===== config.mk =====
export PLATFORM = sky130hd
export DESIGN_NAME = seven_seg_scanner_flat
export DESIGN_NICKNAME = d
export VERILOG_FILES = /design/src/rtl/seven_seg_scanner_if.sv /design/src/rtl/seven_seg_scanner.sv /design/src/flat_wrapper.sv
export SDC_FILE = /design/constraint.sdc
export NUM_CORES = 1
export LEC_CHECK = 0
export ABC_AREA = 1
export CORE_ASPECT_RATIO = 1.5
export CORE_MARGIN = 2
export CORE_UTILIZATION = 40
export DETAILED_ROUTE_END_ITERATION = 6
export PLACE_DENSITY_LB_ADDON = 0.1
export REMOVE_ABC_BUFFERS = 1
export SETUP_SLACK_MARGIN = 0.02
export SLEW_MARGIN = 20
export SYNTH_ARGS = -nofsm -noshare
export SYNTH_HDL_FRONTEND = slang
export SYNTH_SLANG_ARGS = --single-unit

===== constraint.sdc =====
create_clock -name clk -period 3 [get_ports clk]
set_clock_uncertainty 0.15 [all_clocks]
set_input_delay 0.3 -clock clk [delete_from_list [all_inputs] [get_ports clk]]
set_output_delay 0.3 -clock clk [all_outputs]
set_load 0.005 [all_outputs]

===== src/rtl/seven_seg_scanner_if.sv =====
// Display bus between the clock datapath and the digit scanner.
// Master drives BCD digits and masks; slave drives an/seg/dp (active-low).
interface seven_seg_scanner_if;
  logic [3:0] digit0;
  logic [3:0] digit1;
  logic [3:0] digit2;
  logic [3:0] digit3;
  logic [3:0] dp_mask;
  logic [3:0] blink_mask;
  logic [3:0] an;
  logic [6:0] seg;
  logic       dp;

  modport master (
    output digit0,
    output digit1,
    output digit2,
    output digit3,
    output dp_mask,
    output blink_mask,
    input  an,
    input  seg,
    input  dp
  );

  modport slave (
    input  digit0,
    input  digit1,
    input  digit2,
    input  digit3,
    input  dp_mask,
    input  blink_mask,
    output an,
    output seg,
    output dp
  );
endinterface


===== src/rtl/seven_seg_scanner.sv =====
// 4-digit multiplexed seven-segment driver with guard slot and blinking.
// Ports: clk, rst (sync, high); bus.slave carries digits/masks in, an/seg/dp out.
module seven_seg_scanner #(
  parameter int REFRESH_DIV = 50000,
  parameter int BLINK_DIV   = 25000000
) (
  input logic               clk,
  input logic               rst,
  seven_seg_scanner_if.slave bus
);

  localparam int RW = $clog2(REFRESH_DIV);
  localparam int BW = (BLINK_DIV > 1) ? $clog2(BLINK_DIV) : 1;

  localparam logic [RW-1:0] R_LAST = RW'(REFRESH_DIV - 1);
  localparam logic [BW-1:0] B_LAST = BW'(BLINK_DIV - 1);

  localparam logic [3:0] AN_OFF  = 4'b1111;
  localparam logic [6:0] SEG_OFF = 7'b1111111;

  logic [RW-1:0] refresh_cnt;
  logic [1:0]    idx;
  logic [BW-1:0] blink_cnt;
  logic          blink_phase;

  logic          r_wrap;
  logic          b_wrap;
  logic [3:0]    cur_digit;
  logic          blank;
  logic [3:0]    an_d;
  logic [6:0]    seg_d;
  logic          dp_d;

  function automatic logic [6:0] decode(
    input logic [3:0] v
  );
    logic [6:0] s;
    unique case (v)
      4'd0:    s = 7'b1000000;
      4'd1:    s = 7'b1111001;
      4'd2:    s = 7'b0100100;
      4'd3:    s = 7'b0110000;
      4'd4:    s = 7'b0011001;
      4'd5:    s = 7'b0010010;
      4'd6:    s = 7'b0000010;
      4'd7:    s = 7'b1111000;
      4'd8:    s = 7'b0000000;
      4'd9:    s = 7'b0010000;
      default: s = 7'b1111111;
    endcase
    return s;
  endfunction

  assign r_wrap = (refresh_cnt == R_LAST);
  assign b_wrap = (blink_cnt == B_LAST);

  always_comb begin
    cur_digit = bus.digit0;
    unique case (idx)
      2'd0: cur_digit = bus.digit0;
      2'd1: cur_digit = bus.digit1;
      2'd2: cur_digit = bus.digit2;
      2'd3: cur_digit = bus.digit3;
    endcase
  end

  // Slot 0 is the dark guard cycle that separates two lit digits.
  always_comb begin
    blank = (refresh_cnt == '0) ||
            (bus.blink_mask[idx] && blink_phase);
    an_d  = AN_OFF;
    seg_d = SEG_OFF;
    dp_d  = 1'b1;
    if (!blank) begin
      an_d  = ~(4'b0001 << idx);
      seg_d = decode(cur_digit);
      dp_d  = ~bus.dp_mask[idx];
    end
  end

  always_ff @(posedge clk) begin
    if (rst) begin
      refresh_cnt <= '0;
      idx         <= 2'd0;
      blink_cnt   <= '0;
      blink_phase <= 1'b0;
      bus.an      <= AN_OFF;
      bus.seg     <= SEG_OFF;
      bus.dp      <= 1'b1;
    end else begin
      refresh_cnt <= r_wrap ? '0 : refresh_cnt + 1'b1;
      idx         <= r_wrap ? idx + 2'd1 : idx;
      blink_cnt   <= b_wrap ? '0 : blink_cnt + 1'b1;
      blink_phase <= b_wrap ? ~blink_phase : blink_phase;
      bus.an      <= an_d;
      bus.seg     <= seg_d;
      bus.dp      <= dp_d;
    end
  end

endmodule


===== src/flat_wrapper.sv =====
// flat-port wrapper written by rule: the top's interface ports become plain ports
module seven_seg_scanner_flat 
#(
  parameter int REFRESH_DIV = 50000,
  parameter int BLINK_DIV   = 25000000
)
  (clk, rst, bus_digit0, bus_digit1, bus_digit2, bus_digit3, bus_dp_mask, bus_blink_mask, bus_an, bus_seg, bus_dp);
  seven_seg_scanner_if bus_i ();
  input logic clk;
  input logic rst;
  input wire logic [$bits(bus_i.digit0)-1:0] bus_digit0;
  input wire logic [$bits(bus_i.digit1)-1:0] bus_digit1;
  input wire logic [$bits(bus_i.digit2)-1:0] bus_digit2;
  input wire logic [$bits(bus_i.digit3)-1:0] bus_digit3;
  input wire logic [$bits(bus_i.dp_mask)-1:0] bus_dp_mask;
  input wire logic [$bits(bus_i.blink_mask)-1:0] bus_blink_mask;
  output wire logic [$bits(bus_i.an)-1:0] bus_an;
  output wire logic [$bits(bus_i.seg)-1:0] bus_seg;
  output wire logic [$bits(bus_i.dp)-1:0] bus_dp;
  assign bus_i.digit0 = bus_digit0;
  assign bus_i.digit1 = bus_digit1;
  assign bus_i.digit2 = bus_digit2;
  assign bus_i.digit3 = bus_digit3;
  assign bus_i.dp_mask = bus_dp_mask;
  assign bus_i.blink_mask = bus_blink_mask;
  assign bus_an = bus_i.an;
  assign bus_seg = bus_i.seg;
  assign bus_dp = bus_i.dp;
  seven_seg_scanner #(.REFRESH_DIV(REFRESH_DIV), .BLINK_DIV(BLINK_DIV)) u_core (.clk(clk), .rst(rst), .bus(bus_i));
endmodule

==> results.md, run 1 <==
- Status: finished clean
- Cell variety after synth: 25
- Crit path DAT: 2.54 ns
- Comb power frac: 9.3%
- Root buf cell: clkbuf_8
- Worst setup margin: 0.557 ns
- Die area: 8330 um^2
- Crit path cell chain: inv_1 > ha_1 > inv_1 > nand2_1 > o21bai_1 > inv_1 > ha_1 > or2_2 > nand2_1
- Worst Setup Start Kind: register
- Final Cycle Share: 81.4%
- Vias per inst: 4.68
- Synth Cell Area: 3040 um^2
- Postcts setup bufs: 0
- Warnings from Yosys: 0
- CTS tree: built
- Clock Path Buffers: 2
- Final hold viol count: 0
- Die H: 111 um
- Switching share of power: 22.9%
- Seq cells post-synth: 56
- Detailed Place HPWL: 5580 um
- Syn avg cell area: 6.62 um^2
- Power per cell area: 357 nW/um^2
- Global route overflow: 0
- Resized Gates After CTS: 0
- Final net count: 537
- Leading area contributor after synthesis: dfxtp_1
- Number of diodes: 0
- Gr usage total: 17.4%
- List of most frequent post-synthesis cells: nand2_1, nor2_1, dfxtp_1, inv_1, a21oi_1
- Worst path slowest cell: dfxtp_1
- Clock-pin slew on the worst setup and hold paths: 0.10 ns
- Worst vdd ir: 0.188 mV
- Slew margin rel.: 63.6%
- Crit-path max FO: 9
- Slew Limit Fails: 0
- Period minus WS final: 2.44 ns
- Clock sinks: 56
- Most numerous cell on the critical path: inv_1
- Core footprint: 7320 um^2
- RSZ-0062 raised after global routing: no
- Fmax: 0.409 GHz
- Clk_lat worst skew: 0.30 ns
- Starting density of the core: 41.5%
- Die width: 75.2 um
- Global-route wire length before repair: 11600 um
- DRT iter0 DRCs: 75
- Final Util: 48.8%
- Crit end category: register
- Top Ports: 38
- Share of layout cells above drive strength 1: 5.40%
- Number of H-tree levels: 2
- Pre-CTS setup slack: 0.603 ns
- Sequential fraction of the synthesis area: 36.9%
- Post-Route WL: 6850 um
- Slew at the pin closest to its max-slew limit: 0.546 ns
- Lkg Pwr: 1.27 nW
- Cts hold-fix bufs: 0
- GP Congestion: 0.896
- Share of flip-flops with an asynchronous set or reset: 0%
- Clock Power Share: 30.5%
- DR WL/cell: 11.4 um
- Tightest Hold Check Type: register to register
- WS Path Type: register to register
- Area contributors post-synth: dfxtp_1, nand2_1, nor2_1
- CP required: 3.10 ns
- Crit path largest cell delay: 0.45 ns
- Internal power: 0.000983 W
- Top-count cell post-synth: nand2_1
- Area grow syn2layout: 17.6%
- Synth Instances: 459
- Yosys top cell area share: 36.9%
- DRC viols: 0
- Initial DRT Pass Iterations: 4
- Largest net degree at the start of global routing: 26
- Antenna viol nets, final: 0
- Initial antenna violation count: 0
- Sequential share of power: 60.2%
- Number of global-route vias before repair: 2627
- Post-synth EDFFs: 0
- Top FF cell, synth: dfxtp_1
- Final Setup Violations: 0
- CTS Buf Count: 5
- TNS Setup: 0 ns
- Vias post-DR: 2808
- IO Port Bufs: 37
- Max-cap viol count: 0
- Placement Rows: 38
- Switch Pwr: 0.000292 W
==> state kept, by name, indices dropped and copies added (netlist names) <==
name / count
u_core.blink_cnt: 25
u_core.blink_phase: 1
u_core.bus.an: 4
u_core.bus.dp: 1
u_core.bus.seg: 7
u_core.idx: 2
u_core.refresh_cnt: 16
==> worst max-delay path, delay by kind of cell, from the launching register on <==
family	cells	cell delay (ns)
compound gates	1	0.31
fa+ha+maj	2	0.56
buf+inv	3	0.49
flops	1	0.45
simple gates	3	0.45
==> worst paths after layout <==
kind / startpoint / to / slack [ns] / depth (start not counted)
worst min register to register: u_core.blink_cnt[0]$_SDFF_PP0_ / u_core.blink_cnt[0]$_SDFF_PP0_ / 0.32 / 1
worst max register to register: u_core.idx[0]$_SDFFE_PP0N_ / u_core.bus.seg[1]$_SDFF_PP1_ / 0.56 / 9
worst max-delay path: u_core.idx[0]$_SDFFE_PP0N_ / u_core.bus.seg[1]$_SDFF_PP1_ / 0.56 / 9
worst min-delay path: u_core.blink_cnt[0]$_SDFF_PP0_ / u_core.blink_cnt[0]$_SDFF_PP0_ / 0.32 / 1
==> layout make-up <==
cell class | count | area, um^2
Clock buffer | 5 | 68.8
Clock inverter | 2 | 12.5
Fill cell | 792 | 3750
Inverter | 50 | 188
Multi-Input combinational cell | 350 | 1690
Sequential cell | 56 | 1120
Tap cell | 100 | 125
Timing Repair Buffer | 37 | 370
==> cells by family after synthesis <==
family | Yosys count | synth area share [%]
AND/OR/NAND/NOR | 293 | 41.5
flip-flops | 56 | 36.9
buffers and inverters | 53 | 7.53
AO/OA/AOI/OAI | 34 | 6.13
XOR/XNOR | 12 | 3.46
adder cells (fa/ha/maj) | 11 | 4.53
==> metal layers <==
| layer | global-route usage [%] | wire, um | vias up |
|---|---|---|---|
| met5 | 0 | 0 | - |
| met4 | 5.15 | 122 | 0 |
| met3 | 2.55 | 105 | 10 |
| met2 | 31.8 | 3750 | 27 |
| met1 | 20.1 | 2870 | 1262 |
| li1 | - | - | 1509 |
==> power groups by stage <==
stage | sequential (W) | combinational [W] | clock [W]
2_1_floorplan | 0.000785 | 0.0000531 | 0
3_3_place_gp | 0.000785 | 0.000120 | 0
3_5_place_dp | 0.000785 | 0.000120 | 0
4_1_cts | 0.000768 | 0.000121 | 0.000412
5_1_grt | 0.000770 | 0.000133 | 0.000441
6_report | 0.000767 | 0.000118 | 0.000389
==> per-stage QoR <==
stage | instances | total power [W] | instance area, um^2 | hold slack [ns]
global placement | 593 | 0.000905 | 3490 | 0.290
global route | 600 | 0.00134 | 3570 | 0.339
CTS | 600 | 0.00130 | 3570 | 0.324
floorplan | 456 | 0.000838 | 3000 | 0.219
finish | 600 | 0.00127 | 3570 | 0.317
detailed placement | 593 | 0.000905 | 3490 | 0.300
==> layout by cell type, fill, tap and decap left out <==
cell and instances:
a21oi_1 26, a21oi_2 2, a22oi_1 1, clkbuf_8 5, clkdlybuf4s50_1 37, clkinv_2 1
clkinvlp_4 1, dfxtp_1 56, ha_1 11, inv_1 50, nand2_1 151, nand2_2 5
nand2_4 2, nand3_1 25, nand3_2 1, nand3b_1 6, nand4_1 7, nor2_1 78
nor2_2 2, nor2_4 4, nor3_1 8, o21ai_0 2, o21bai_1 2, o22ai_1 1
or2_2 4, xnor2_1 6, xor2_1 6
Power figures use the tool's default switching activity.
==> run 2, diff against run 1 <==
Clock period 3 ns to 2 ns, I/O delays scaled along.
==> run 2 against run 1 <==
Die area stayed put. Worst hold slack better by 0.011 ns. Final cell count rose by 2.0%. Clock-buffer cell count is 1 higher. First-iteration DRC count increased by 80%. Critical path type unchanged. Largest cell class unchanged. Highest routed layer unchanged.
==> results.md, run 2 (synthesis results as in run 1) <==
- Slew margin rel.: 69.9%
- Max-cap viol count: 0
- Period minus WS final: 1.90 ns
- Final net count: 548
- Area grow syn2layout: 21.6%
- Top Ports: 38
- Clock Path Buffers: 2
- Worst vdd ir: 0.283 mV
- Final Setup Violations: 0
- Sequential share of power: 58.7%
- Clk_lat worst skew: 0.31 ns
- Number of H-tree levels: 2
- Initial DRT Pass Iterations: 4
- Lkg Pwr: 1.32 nW
- DRC viols: 0
- Slew at the pin closest to its max-slew limit: 0.449 ns
- Root buf cell: clkbuf_8
- Placement Rows: 38
- Slew Limit Fails: 0
- Clock sinks: 56
- Starting density of the core: 41.5%
- Share of layout cells above drive strength 1: 9.38%
- Vias post-DR: 2824
- Fillers: 787
- Vias per inst: 4.61
- Initial antenna violation count: 0
- Die area: 8330 um^2
- Max reg flops: 25
- CTS Buf Count: 5
- Switch Pwr: 0.000467 W
- Global-route wire length before repair: 11400 um
- Fmax: 0.528 GHz
- Comb power frac: 9.6%
- GP Congestion: 0.885
- Die H: 111 um
- CP Launch Point: u_core.idx[0]$_SDFFE_PP0N_
- Crit-path max FO: 7
- Core footprint: 7320 um^2
- IO Port Bufs: 37
- Die width: 75.2 um
- CTS tree: built
- HP Start: u_core.blink_cnt[23]$_SDFF_PP0_
- Internal power: 0.00149 W
- Crit end category: register
- Largest registers: u_core.blink_cnt (25), u_core.refresh_cnt (16), u_core.bus.seg (7)
- Gr usage total: 17.2%
- WS Path Type: register to register
- Tightest Hold Check Type: register to register
- Reg with most FFs: u_core.blink_cnt
- Antenna viol nets, final: 0
- CP required: 2.11 ns
- Clock-pin slew on the worst setup and hold paths: 0.11 ns
- Final Cycle Share: 94.8%
- Number of global-route vias before repair: 2638
- Cts hold-fix bufs: 0
- DR WL/cell: 11.3 um
- Crit path DAT: 2.00 ns
- Power per cell area: 531 nW/um^2
- Switching share of power: 23.8%
- Most common cell after layout, fill and taps aside: nand2_1
- Reg2reg start: u_core.idx[0]$_SDFFE_PP0N_
- Total power draw: 0.00196 W
- Final hold viol count: 0
- Status: finished clean
- WHS: 0.327 ns
- RSZ-0062 raised after global routing: yes
- Largest net degree at the start of global routing: 26
- Post-Route WL: 6910 um
- Commonest non-fill, non-tap cells in the layout: nand2_1, nor2_1, dfxtp_1
- Worst Setup Start Kind: register
- DRT iter0 DRCs: 135
- Detailed Place HPWL: 5500 um
- Clock Power Share: 31.7%
- Number of diodes: 0
- Global route overflow: 0
## run 2: repair_timing
| action | in CTS | in global routing |
|---|---|---|
| gates resized for setup | 3 | 8 |
| hold endpoints to repair | 0 | 0 |
| pin swaps | 0 | 1 |
| endpoints found under the setup margin | 4 | 4 |
| cloned | 0 | 0 |
| buffers inserted | 0 | 2 |
## run 2: layout make-up
| type | count | area, um^2 | share of cell area [%] |
|---|---|---|---|
| clock buffer | 6 | 72.6 | 1.96 |
| multi-input combinational | 350 | 1720 | 46.4 |
| sequential | 56 | 1120 | 30.4 |
| clock inverter | 2 | 16.3 | 0.440 |
| timing repair buffer | 48 | 453 | 12.3 |
| inverter | 50 | 190 | 5.15 |
| tap | 100 | 125 | 3.39 |
## run 2: path summary, 6_finish.rpt
kind	end	slack (ns)	cells past startpoint
min reg2reg	u_core.blink_cnt[23]$_SDFF_PP0_	0.33	2
max	u_core.bus.seg[1]$_SDFF_PP1_	0.10	8
min	u_core.blink_cnt[23]$_SDFF_PP0_	0.33	2
max reg2reg	u_core.bus.seg[1]$_SDFF_PP1_	0.10	8
## run 2: through the flow
stage	cells	instance area (um^2)	setup TNS, ns	utilization [%]	setup WS (ns)
after floorplan	456	3000	-0.474	-	-0.173
after global placement	602	3560	0	48.6	0.0258
after detailed placement	602	3560	-0.0795	48.6	-0.0621
after CTS	610	3650	0	49.9	0.0216
after global routing	612	3700	-0.00836	50.5	-0.00836
final	612	3700	0	50.5	0.105
## run 2: layer usage
layer  wire length [um]  vias to the layer above  GRT usage [%]  share of wire (%)
li1                   -                     1534              -                  -
met1               2920                     1246           19.0                 42
met2               3680                       33           31.3                 53
met3                143                       11           2.55                2.1
met4                162                        0           6.78                2.3
met5                  0                        -              0                  0
## run 2: critical path, stage by stage (launching register included)
cell      delay [ns]
dfxtp_2         0.36
inv_1           0.08
ha_2            0.21
inv_4           0.08
nand2_1         0.07
o21bai_1        0.30
ha_4            0.26
or2_2           0.28
nand2_1         0.07
## run 2: power groups by stage
| stage | logic, W | clock network, W | registers (W) |
|---|---|---|---|
| floorplan | 0.0000796 | 0 | 0.00118 |
| CTS | 0.000188 | 0.000654 | 0.00115 |
| global route | 0.000212 | 0.000691 | 0.00115 |
| detailed placement | 0.000186 | 0 | 0.00118 |
| global placement | 0.000186 | 0 | 0.00118 |
| finish | 0.000189 | 0.000621 | 0.00115 |
==> run 3, diff against run 2 <==
Settings changed: CORE_MARGIN 2 to not set.
==> run 3 against run 2 <==
Via count rose by 2.7%. Non-clock buffer count stayed put. Clock power grew 3.5%. Fmax rose by 2.5%. Die area down 4.4%. First-iteration DRC count is 30% lower. Final area up 0.68%. Final cell count did not move. Global-route usage grew 1.2 points. Largest power group unchanged. Highest routed layer unchanged.
==> results.md, run 3 (synthesis results as in run 1) <==
- Dpl cells: 602
- Worst hold stages: 1
- Crit-path max FO: 5
- Final Setup Violations: 0
- Cell Count, Final, Fillers Out: 612
- Clock-pin slew on the worst setup and hold paths: 0.11 ns
- Detailed Place HPWL: 5440 um
- Top Ports: 38
- Area grow syn2layout: 22.4%
- Die area: 7960 um^2
- Vias post-DR: 2899
- CTS Buf Count: 5
- Status: finished clean
- Root buf cell: clkbuf_8
- Number of global-route vias before repair: 2787
- Worst Setup Start Kind: register
- CTS tree: built
- RSZ-0062 raised after global routing: no
- Crit end category: register
- Post-Route WL: 6870 um
- Clock Power Share: 32.4%
- Period minus WS final: 1.85 ns
- Reg2reg start: u_core.idx[1]$_SDFFE_PP0N_
- Fillers: 746
- Largest registers: u_core.blink_cnt (25), u_core.refresh_cnt (16), u_core.bus.seg (7)
- HP Start: u_core.refresh_cnt[0]$_SDFF_PP0_
- Most common cell after layout, fill and taps aside: nand2_1
- Worst vdd ir: 0.266 mV
- Max-cap viol count: 0
- Slew at the pin closest to its max-slew limit: 0.454 ns
- Worst r2r path cells: 9
- Share of layout cells above drive strength 1: 9.77%
- Worst Hold End: u_core.refresh_cnt[0]$_SDFF_PP0_
- Final Cycle Share: 92.4%
- Global route overflow: 0
- Initial antenna violation count: 0
- Commonest non-fill, non-tap cells in the layout: nand2_1, nor2_1, dfxtp_1
- Comb power frac: 9.5%
- Worst setup margin: 0.152 ns
- Tightest Hold Check Type: register to register
- Global-route wire length before repair: 11400 um
- Die H: 109 um
- Final Util: 51.2%
- Clock Path Buffers: 2
- Clock sinks: 56
- Slew Limit Fails: 0
- WHS: 0.315 ns
- Vias per inst: 4.74
- Internal power: 0.00150 W
- Starting density of the core: 41.8%
- DR WL/cell: 11.2 um
- Final net count: 548
- Largest net degree at the start of global routing: 26
- Number of H-tree levels: 2
- TNS Setup: 0 ns
- DRT iter0 DRCs: 95
- WS Path Type: register to register
- Antenna viol nets, final: 0
- Clk_lat worst skew: 0.31 ns
- Crit path DAT: 1.96 ns
- IO Port Bufs: 37
- Placement Rows: 38
- Die width: 73.2 um
- DRC viols: 0
- Slew margin rel.: 69.5%
- Number of diodes: 0
- Power per cell area: 533 nW/um^2
- Initial DRT Pass Iterations: 4
- Lkg Pwr: 1.33 nW
- GP Congestion: 0.847
- FF-to-FF setup slack: 0.15 ns
- Pre-CTS setup slack: -0.00659 ns
- Gr usage total: 18.4%
- RR Endpoint: u_core.bus.seg[1]$_SDFF_PP1_
- Switch Pwr: 0.000486 W
- Switching share of power: 24.5%
- Final hold viol count: 0
- Sequential share of power: 58.1%
- CP required: 2.11 ns
- Fmax: 0.541 GHz
- Core footprint: 7270 um^2
- Max reg flops: 25
- Reg with most FFs: u_core.blink_cnt
[run 3: cell count changes in the layout (fill, tap and decap cells not counted), sizes merged]
| cell | previous run | this run |
|---|---|---|
| clkinv | 1 | 2 |
| clkinvlp | 1 | 0 |
| clkbuf | 6 | 5 |
| inv | 50 | 51 |
[run 3: how the worst max path moves through the flow]
| stage | depth (start not counted) | startpoint | to | slack (ns) |
|---|---|---|---|---|
| after floorplan | 9 | u_core.idx[0]$_SDFFE_PP0N_ | u_core.bus.seg[1]$_SDFF_PP1_ | -0.17 |
| after global placement | 9 | u_core.idx[1]$_SDFFE_PP0N_ | u_core.bus.seg[1]$_SDFF_PP1_ | 0.04 |
| after detailed placement | 9 | u_core.idx[1]$_SDFFE_PP0N_ | u_core.bus.seg[1]$_SDFF_PP1_ | -0.007 |
| after CTS | 9 | u_core.idx[1]$_SDFFE_PP0N_ | u_core.bus.seg[1]$_SDFF_PP1_ | 0.04 |
| after global routing | 12 | u_core.idx[1]$_SDFFE_PP0N_ | u_core.bus.seg[5]$_SDFF_PP1_ | 0.01 |
| final | 9 | u_core.idx[1]$_SDFFE_PP0N_ | u_core.bus.seg[1]$_SDFF_PP1_ | 0.15 |
[run 3: what timing repair did]
action	CTS	global route
setup buffers	0	2
resized for setup	2	12
hold buffers	0	0
endpoints found under the hold margin	0	0
setup endpoints to repair	1	4
pin swaps	0	1
[run 3: power groups by stage]
| stage | Sequential, W | Clock (W) | Combinational, W |
|---|---|---|---|
| after floorplan | 0.00118 | 0 | 0.0000796 |
| after global placement | 0.00118 | 0 | 0.000185 |
| after detailed placement | 0.00118 | 0 | 0.000186 |
| after CTS | 0.00115 | 0.000679 | 0.000187 |
| after global routing | 0.00116 | 0.000715 | 0.000209 |
| final | 0.00115 | 0.000643 | 0.000189 |
[run 3: worst max-delay path, cell delays in order (launching register included)]
cell and delay, ns:
dfxtp_2 0.35, buf_4 0.15, ha_4 0.17, nand2_1 0.06, nand2_1 0.06, o21bai_1 0.20
inv_2 0.09, ha_4 0.22, or2_2 0.29, nand2_1 0.06
[run 3: metal layers]
layer	routed length [um]	GRT usage, %	part of all wire, %
met1	2740	18.3	40
met4	133	7.56	1.9
met2	3880	36.8	57
met3	117	2.31	1.7
met5	0	0	0
[run 3: per-stage QoR]
step / total power [W] / area [um^2]
finish: 0.00198 / 3720
global route: 0.00208 / 3720
CTS: 0.00202 / 3650
detailed placement: 0.00136 / 3560
global placement: 0.00136 / 3560
floorplan: 0.00126 / 3000
[run 3: cell type report]
type / count / area [um^2] / area share, %
clock inverters: 3 / 22.5 / 0.605
repair buffers: 48 / 453 / 12.2
inverters: 50 / 190 / 5.11
multi-input cells: 350 / 1740 / 46.7
clock buffers: 5 / 68.8 / 1.85
well taps: 100 / 125 / 3.36
flip-flops and latches: 56 / 1120 / 30.2
